--- src/rtl/motor_pkg.sv ---
// motor_pkg -- shared state and direction types for the door motor controller.
`default_nettype none

package motor_pkg;

  typedef enum logic [2:0] {
    IDLE    = 3'd0,
    MOVE_UP = 3'd1,
    MOVE_DN = 3'd2,
    DEAD    = 3'd3,
    FAULT   = 3'd4
  } state_t;

  typedef enum logic {
    UP = 1'b0,
    DN = 1'b1
  } dir_t;

endpackage

`default_nettype wire

--- src/rtl/motor_run_timer.sv ---
// motor_run_timer -- saturating per-state cycle counter with run-timeout and dead-time compares.
`default_nettype none

module motor_run_timer #(
  parameter int RUN_TIMEOUT = 1024,
  parameter int DEAD_CYCLES = 4,
  parameter int CNT_W       = $clog2(RUN_TIMEOUT + 1)
) (
  input  logic clk,
  input  logic rst_n,
  input  logic clr,
  input  logic en,
  output logic run_expired,
  output logic dead_done
);

  localparam logic [CNT_W-1:0] RUN_LAST  = CNT_W'(RUN_TIMEOUT - 1);
  localparam logic [CNT_W-1:0] DEAD_LAST = CNT_W'(DEAD_CYCLES - 1);
  localparam logic [CNT_W-1:0] CNT_MAX   = '1;

  logic [CNT_W-1:0] cnt_q;
  logic [CNT_W-1:0] cnt_d;

  // Clear wins over count so a new state always starts from zero.
  always_comb begin
    cnt_d = cnt_q;
    if (clr) begin
      cnt_d = '0;
    end else if (en && (cnt_q != CNT_MAX)) begin
      cnt_d = cnt_q + 1'b1;
    end
  end

  always_ff @(posedge clk) begin
    if (!rst_n) begin
      cnt_q <= '0;
    end else begin
      cnt_q <= cnt_d;
    end
  end

  assign run_expired = (cnt_q == RUN_LAST);
  assign dead_done   = (cnt_q == DEAD_LAST);

endmodule

`default_nettype wire

--- src/rtl/door_motor_ctrl.sv ---
// door_motor_ctrl -- single-button reversible door drive with obstruction reverse,
// dead time, run watchdog and latched fault.
`default_nettype none

module door_motor_ctrl
  import motor_pkg::*;
#(
  parameter int RUN_TIMEOUT = 1024,
  parameter int DEAD_CYCLES = 4,
  parameter int CNT_W       = $clog2(RUN_TIMEOUT + 1)
) (
  input  logic       clk,
  input  logic       rst_n,
  input  logic       activate,
  input  logic       up_limit,
  input  logic       dn_limit,
  input  logic       obstruct,
  input  logic       clear_fault,
  output logic       motor_up,
  output logic       motor_dn,
  output logic       fault,
  output logic [2:0] state_o
);

  state_t state_q, state_d;
  dir_t   last_dir_q, last_dir_d;
  logic   activate_q;
  logic   motor_up_q, motor_up_d;
  logic   motor_dn_q, motor_dn_d;
  logic   fault_q, fault_d;
  logic   act_edge;
  logic   both_limits;
  logic   timer_clr, timer_en;
  logic   run_expired, dead_done;

  assign act_edge    = activate & ~activate_q;
  assign both_limits = up_limit & dn_limit;
  assign timer_clr   = (state_d != state_q);
  assign timer_en    = (state_q == MOVE_UP) || (state_q == MOVE_DN) || (state_q == DEAD);

  motor_run_timer #(
    .RUN_TIMEOUT (RUN_TIMEOUT),
    .DEAD_CYCLES (DEAD_CYCLES),
    .CNT_W       (CNT_W)
  ) u_timer (
    .clk         (clk),
    .rst_n       (rst_n),
    .clr         (timer_clr),
    .en          (timer_en),
    .run_expired (run_expired),
    .dead_done   (dead_done)
  );

  // Edge register resets high so a button held through reset is not an edge.
  always_ff @(posedge clk) begin
    if (!rst_n) begin
      state_q    <= IDLE;
      last_dir_q <= UP;
      activate_q <= 1'b1;
      motor_up_q <= 1'b0;
      motor_dn_q <= 1'b0;
      fault_q    <= 1'b0;
    end else begin
      state_q    <= state_d;
      last_dir_q <= last_dir_d;
      activate_q <= activate;
      motor_up_q <= motor_up_d;
      motor_dn_q <= motor_dn_d;
      fault_q    <= fault_d;
    end
  end

  always_comb begin
    state_d    = state_q;
    last_dir_d = last_dir_q;
    case (state_q)
      IDLE: begin
        if (both_limits)   state_d = FAULT;
        else if (act_edge) begin
          if (up_limit)             state_d = MOVE_DN;
          else if (dn_limit)        state_d = MOVE_UP;
          else if (last_dir_q == UP) state_d = MOVE_DN;
          else                      state_d = MOVE_UP;
        end
      end
      MOVE_DN: begin
        if (both_limits)      state_d = FAULT;
        else if (dn_limit)    begin state_d = IDLE; last_dir_d = DN; end
        else if (obstruct)    state_d = DEAD;
        else if (act_edge)    begin state_d = IDLE; last_dir_d = DN; end
        else if (run_expired) state_d = FAULT;
      end
      MOVE_UP: begin
        if (both_limits)      state_d = FAULT;
        else if (up_limit)    begin state_d = IDLE; last_dir_d = UP; end
        else if (act_edge)    begin state_d = IDLE; last_dir_d = UP; end
        else if (run_expired) state_d = FAULT;
      end
      // Only a downward obstruction reaches DEAD, so the pending direction is always up.
      DEAD: begin
        if (both_limits)    state_d = FAULT;
        else if (dead_done) state_d = MOVE_UP;
      end
      FAULT: begin
        if (clear_fault) state_d = IDLE;
      end
      default: state_d = FAULT;
    endcase
  end

  always_comb begin
    motor_up_d = (state_d == MOVE_UP);
    motor_dn_d = (state_d == MOVE_DN);
    fault_d    = (state_d == FAULT);
  end

  assign motor_up = motor_up_q;
  assign motor_dn = motor_dn_q;
  assign fault    = fault_q;
  assign state_o  = state_q;

endmodule

`default_nettype wire
--- config.mk ---
export PLATFORM = sky130hd
export DESIGN_NAME = door_motor_ctrl
export DESIGN_NICKNAME = d
export VERILOG_FILES = /design/src/rtl/motor_pkg.sv /design/src/rtl/motor_run_timer.sv /design/src/rtl/door_motor_ctrl.sv
export SDC_FILE = /design/constraint.sdc
export NUM_CORES = 1
export LEC_CHECK = 0
export CAP_MARGIN = 20
export CORE_MARGIN = 2
export CORE_UTILIZATION = 45
export CTS_CLUSTER_DIAMETER = 150
export DETAILED_ROUTE_END_ITERATION = 7
export PLACE_DENSITY = 0.77
export RECOVER_POWER = 100
export SYNTH_ARGS = -nofsm -noshare
export SYNTH_HDL_FRONTEND = slang
export SYNTH_SLANG_ARGS = --single-unit
--- constraint.sdc ---
create_clock -name clk -period 1.7 [get_ports clk]
set_clock_uncertainty 0.05 [all_clocks]
set_input_delay 0.255 -clock clk [delete_from_list [all_inputs] [get_ports clk]]
set_output_delay 0.255 -clock clk [all_outputs]
set_load 0.03 [all_outputs]
Word level (Yosys, flattened, before mapping)
Cells that the tools add are included.

storage, ports and cells
  register bits = 19
  memory bits (read-only) = 0
  memories kept = 0
  latch bits = 0
  logic and storage cells = 59
  bits in writable memories = 0

cells by class
  reduce and logical (&&, ||, !) cells = 7
  bitwise gates (word level) = 4
  divide/modulo/power cells = 0
  order comparisons = 0
  multiplexer cells = 24
  shift operators = 0
  add/subtract/negate cells = 1
  equality and inequality tests = 16
  multiply operators = 0

operator list
  kind                                                                      count
  3-bit 2-to-1 mux                                                          12
  3-bit case mux with 5 select lines                                        1
  11-bit by 1-bit adder with 11-bit output (second input constant)          1
  11-bit by 10-bit equality test with 1-bit output (second input constant)  1
  11-bit by 2-bit equality test with 1-bit output (second input constant)   1
  11-bit != test (second input constant)                                    1
  3-bit by 2-bit equality test with 1-bit output (second input constant)    3
  3-bit != test (second input constant)                                     3
  1-bit 2-to-1 mux                                                          7
  3-bit by 1-bit equality test with 1-bit output (second input constant)    2
  3-bit equality test (second input constant)                               2
  2-bit 2-to-1 mux                                                          3
  6-bit AND reduction                                                       1
  2-bit != test (second input constant)                                     2
  3-bit logical NOT                                                         1
  3-bit != test                                                             1
  1-bit AND                                                                 2
  1-bit logical OR                                                          2
  1-bit NOT                                                                 2
  1-bit case mux with 2 select lines                                        1
  2-bit nonzero test                                                        1
  2-bit OR reduction                                                        1
  1-bit logical AND                                                         1

Longest topological paths before layout
  depth in word-level cells = 9
  depth in mapped cells = 7
  depth with buffers taken out = 6

Hierarchy
Synthesis repeated with hierarchy kept, for this count alone.

second synthesis, totals
  cell total of the unflattened synthesis = 128
  area total of the unflattened synthesis = 1,138.6 sq um

modules (own cells, without submodules)
  module           area an instance (sq um)  cells an instance  instances
  motor_run_timer  685.7                     75                 1
  door_motor_ctrl  452.9                     53                 1

Least setup slack after synthesis
No wires, ideal clock.

  path type = reg2reg
  start = register u_timer.cnt_q[0]
  end = register motor_up_q (netlist: motor_up)
  cell stages (with the launch flop) = 6
  period minus slack after synthesis = 1.816 ns
  arrival = 1.651 ns
  slack = -0.116 ns
  data required time = 1.535 ns
  setup time = 0.115 ns
  path through = dfxtp_1 > ha_1 > nand3_2 > or4_4 > a211o_1 > and3_1

between the ends
  longest elaborated chain between the ends = 8

ends and longest elaborated chain
  item                                                RTL line                                      source
  from (decl)                                         motor_run_timer.sv:21                         logic [CNT_W-1:0] cnt_q;
  from (signal assigned)                              motor_run_timer.sv:38                         cnt_q <= cnt_d;
  11-bit by 10-bit equality test with 1-bit output    motor_run_timer.sv:42                         assign run_expired = (cnt_q == RUN_LAST);
  3-bit 2-to-1 mux                                    door_motor_ctrl.sv:91, door_motor_ctrl.sv:97
  3-bit 2-to-1 mux                                    door_motor_ctrl.sv:96                         else if (act_edge) begin state_d = IDLE; last_dir_d = UP; end
  3-bit 2-to-1 mux                                    door_motor_ctrl.sv:89                         else if (obstruct) state_d = DEAD;
  3-bit 2-to-1 mux                                    door_motor_ctrl.sv:88                         else if (dn_limit) begin state_d = IDLE; last_dir_d = DN; end
  3-bit 2-to-1 mux                                    door_motor_ctrl.sv:87                         if (both_limits) state_d = FAULT;
  3-bit case mux with 5 select lines (*)              door_motor_ctrl.sv:76                         case (state_q)
  3-bit by 1-bit equality test with 1-bit output (*)  door_motor_ctrl.sv:112                        motor_up_d = (state_d == MOVE_UP);
  to (signal assigned)                                door_motor_ctrl.sv:67                         motor_up_q <= motor_up_d;
  to (decl)                                           door_motor_ctrl.sv:28                         logic motor_up_q, motor_up_d;

Mark *: on every way between the ends. The rest lies on a longest branch, timed or not.
A chain may end at the register's enable or synchronous reset.

Worst setup path after layout
  start = register state_q[0] (netlist: state_o[0])
  end = register u_timer.cnt_q[6]

between the ends
  longest elaborated chain between the ends = 8

ends and longest elaborated chain
  item                                RTL line                                      source
  from (decl)                         door_motor_ctrl.sv:25                         state_t state_q, state_d;
  from (signal assigned)              door_motor_ctrl.sv:64                         state_q <= state_d;
  3-bit 2-to-1 mux                    door_motor_ctrl.sv:91, door_motor_ctrl.sv:97
  3-bit 2-to-1 mux                    door_motor_ctrl.sv:96
  3-bit 2-to-1 mux                    door_motor_ctrl.sv:89
  3-bit 2-to-1 mux                    door_motor_ctrl.sv:88
  3-bit 2-to-1 mux                    door_motor_ctrl.sv:87
  3-bit case mux with 5 select lines  door_motor_ctrl.sv:76
  3-bit != test                       door_motor_ctrl.sv:38                         assign timer_clr = (state_d != state_q);
  2-bit OR reduction (no line)        --

Several ways; a longest one is shown, not always the timed one.

==> results.md <==
- FFs w/ async S/R, synth: 0
- Vias in the first global route: 1216
- Post-Layout Cell Count: 206
- Worst vdd ir: 559.8 uV
- Register area: between 300 and 400 um2
- Avg Cell Area, Syn: 8.662 um2
- Total of max-cap violations: 0
- Crit path required time: ~1900 ps
- # diodes: 0
- Drt drc: 0
- Grt total ovfl: 0
- Setup TNS: -1031 ps
- Via count: roughly 1300
- Failing checks: negative setup slack
- Setup slack, reg-to-reg: -110 ps
- DRT Pass-1 Iters: 4
- CP bufs+invs: 0
- Worst hold-check path type: in2reg
- Synth Instances: 130
- RSZ-0062 raised after global routing: yes
- Fin nets: 185
- Final HPWL from detailed placement: between 2000 and 2500 um
- Final number of max-transition violations: 0
- PwrDens: a little under 500 nW/um2
- Worst Hold Launch: activate
- Commonest cells after routing, fill and taps aside: 34 x buf_4, 13 x dfxtp_1, 9 x nor3_2
- Fillcell total: around 160
- Share of layout cells above drive strength 1: 0.5227
- R2R Path Start: state_o[0]
- Clock Latency Late Sink: roughly 310 ps
- Count of clock tree sinks: 19
- EDFF count, synth: 0
- I/O Buffers: 12
- # rows: 18
- Sequential element share of the synthesized area: 0.3378
- Final WL: around 4000 um
- Initial antenna violation count: 0
- Achievable Freq: about 0.55 GHz
- Gr usage total: 0.2876
- TritonCTS clock tree: built
- Maximum clock insertion buffer count: 2
- Placed standard-cell area: between 1500 and 2000 um2
- Synth Warn #: 0
- Netlist cell types: just over 50
- Placer Congestion: between 0.8 and 0.9
- Initial Util: 0.4630
- Synth Cell Area: 1126 um2
- IO Count: 13
- Crit Path Class: reg2reg
- Status: complete, but fails checks
- Max H-tree Level: 1
- Routed Antenna Nets: 0
- Hold Path End: activate_q
- Tcrit/Tclk final: 1.066
- Clock buffer count from CTS: 3
- Root Buffer Master: clkbuf_4
- Core box area: roughly 2400 um2
- Cts hold-fix bufs: 0
- Layout Utilization: 0.7536
- Flop and latch count out of synthesis: 19
- Area Overhead vs Synth: 62.78%
- Predominant post-synthesis flop cell: dfxtp_1
- Slowest cell on the critical path: or4b_4
- Die width: 54.03 um
- Worst-Margin Slew: between 400 and 500 ps
- Post-DR vias/cell: roughly 6
- CP max stage delay: ~550 ps
- Worst-case reg-to-reg path depth: 5
- Top delay family on crit path: simple AND/OR/NAND/NOR gates
- Die height: approximately 54 um
- Min Tclk post-route: between 1500 and 2000 ps
- Crit path launch type: register
- Full die area: around 2900 um2
- Crit path DAT: slightly below 2000 ps
- Final setup vio count: 14
- Largest net degree at the start of global routing: 12
- Slew headroom: 0.7265
- R2r endpoint: u_timer.cnt_q[6]
- Critical-path cell list: or4b_4 > nor4_4 > o22ai_4 > o2111ai_4 > nor3_1
- Total power: 0.8855 mW
- Design area: between 1500 and 2000 um2
- First-pass GRT wire length: 5865 um
- Hold Crit Depth: 3
- Initial drt markers: 21
- Hold Vio Cnt, Final: 0
- Multi-input gate area: 974.7 um2
- Setup WS post-layout: -111.8 ps
- Inst Count DP: around 200
- Post-synth net total: 138
- CP endpoint kind: register
- Leak: about 0.66 nW
- Crit Path Max Fanout: 6
- Clk pin slew, worst setup/hold paths: roughly 120 ps
- Wire per inst: around 19 um
- Leading cell type in the layout, fill and taps excluded: buf_4
[logic make-up (layout without fill, tap and decap cells)]
kind of cell	Yosys count	in the layout	synth area share
fa+ha+maj	1	1	0.01111
simple gates	64	64	0.3511
compound gates	26	27	0.1733
buf+inv	11	56	0.05556
xor+xnor	8	8	0.06222
flops	19	19	0.3378
mux	1	1	0.008889
[final cells by class]
class | instances | share of cell area
Clock buffer | 3 | 0.01229
Clock inverter | 1 | 0.002730
Inverter | 4 | 0.008191
Multi-Input combinational cell | 101 | 0.5317
Sequential cell | 19 | 0.2130
Tap cell | 30 | 0.02048
Timing Repair Buffer | 48 | 0.2116
[synth_stat cells, drive strengths merged, types with 4 or more instances]
| master | number | area, um2 |
|---|---|---|
| inv | 4 | 15.01 |
| dfxtp | 19 | 380.4 |
| nand3 | 6 | 35.03 |
| and3 | 4 | 25.02 |
| buf | 5 | 40.04 |
| nand2 | 9 | 41.29 |
| nor2 | 7 | 26.28 |
| nor4 | 4 | 31.28 |
| a21oi | 8 | 43.79 |
| nor3 | 15 | 80.08 |
| xor2 | 7 | 61.31 |
[what timing repair did]
item,CTS,global route
setup endpoints to repair,16,17
pin swaps,18,9
buffers inserted,2,1
cloned,2,0
resized for setup,29,25
endpoints found under the hold margin,0,0
[tightest hold or removal path, cell delays in order]
cell	delay (ps)
dlygate4sd2_1	220
buf_4	120
nand2b_1	90
[worst max-delay path by stage]
stage / startpoint / endpoint / slack [ps] / cells past startpoint
2_1_floorplan: u_timer.cnt_q[1] / u_timer.cnt_q[1] / -20 / 7
3_3_place_gp: up_limit / u_timer.cnt_q[2] / -420 / 6
3_5_place_dp: up_limit / u_timer.cnt_q[10] / -560 / 6
4_1_cts: state_o[0] / u_timer.cnt_q[10] / -100 / 5
5_1_grt: state_o[0] / u_timer.cnt_q[6] / -160 / 7
6_report: state_o[0] / u_timer.cnt_q[6] / -110 / 5
[stage by stage]
stage	setup slack (ps)	hold slack (ps)
2_1_floorplan	-23.52	278.0
3_3_place_gp	-417.6	521.0
3_5_place_dp	-560.2	529.5
4_1_cts	-96.31	330.7
5_1_grt	-163.3	351.2
6_report	-111.8	361.9
[sequential cells by signal, indices dropped and copies added, names as in the netlist]
register,flops
last_dir_q,1
activate_q,1
u_timer.cnt_q,11
motor_up,1
state_o,3
fault,1
motor_dn,1
[per-layer routing]
metal  part of all wire  vias to the layer above  global-route usage
met5                  0                        -                   0
met4              0.045                        0              0.1542
met3              0.056                       18             0.05833
met2               0.51                       52              0.5102
met1               0.39                      616              0.3197
li1                   -                      580                   -
[report_power, final]
group	switching [mW]	leakage [nW]	internal [mW]
sequential	0.00765	0.157	0.451
combinational	0.109	0.482	0.0792
clock	0.150	0.0177	0.0880
(Power assumes the default switching activity.)
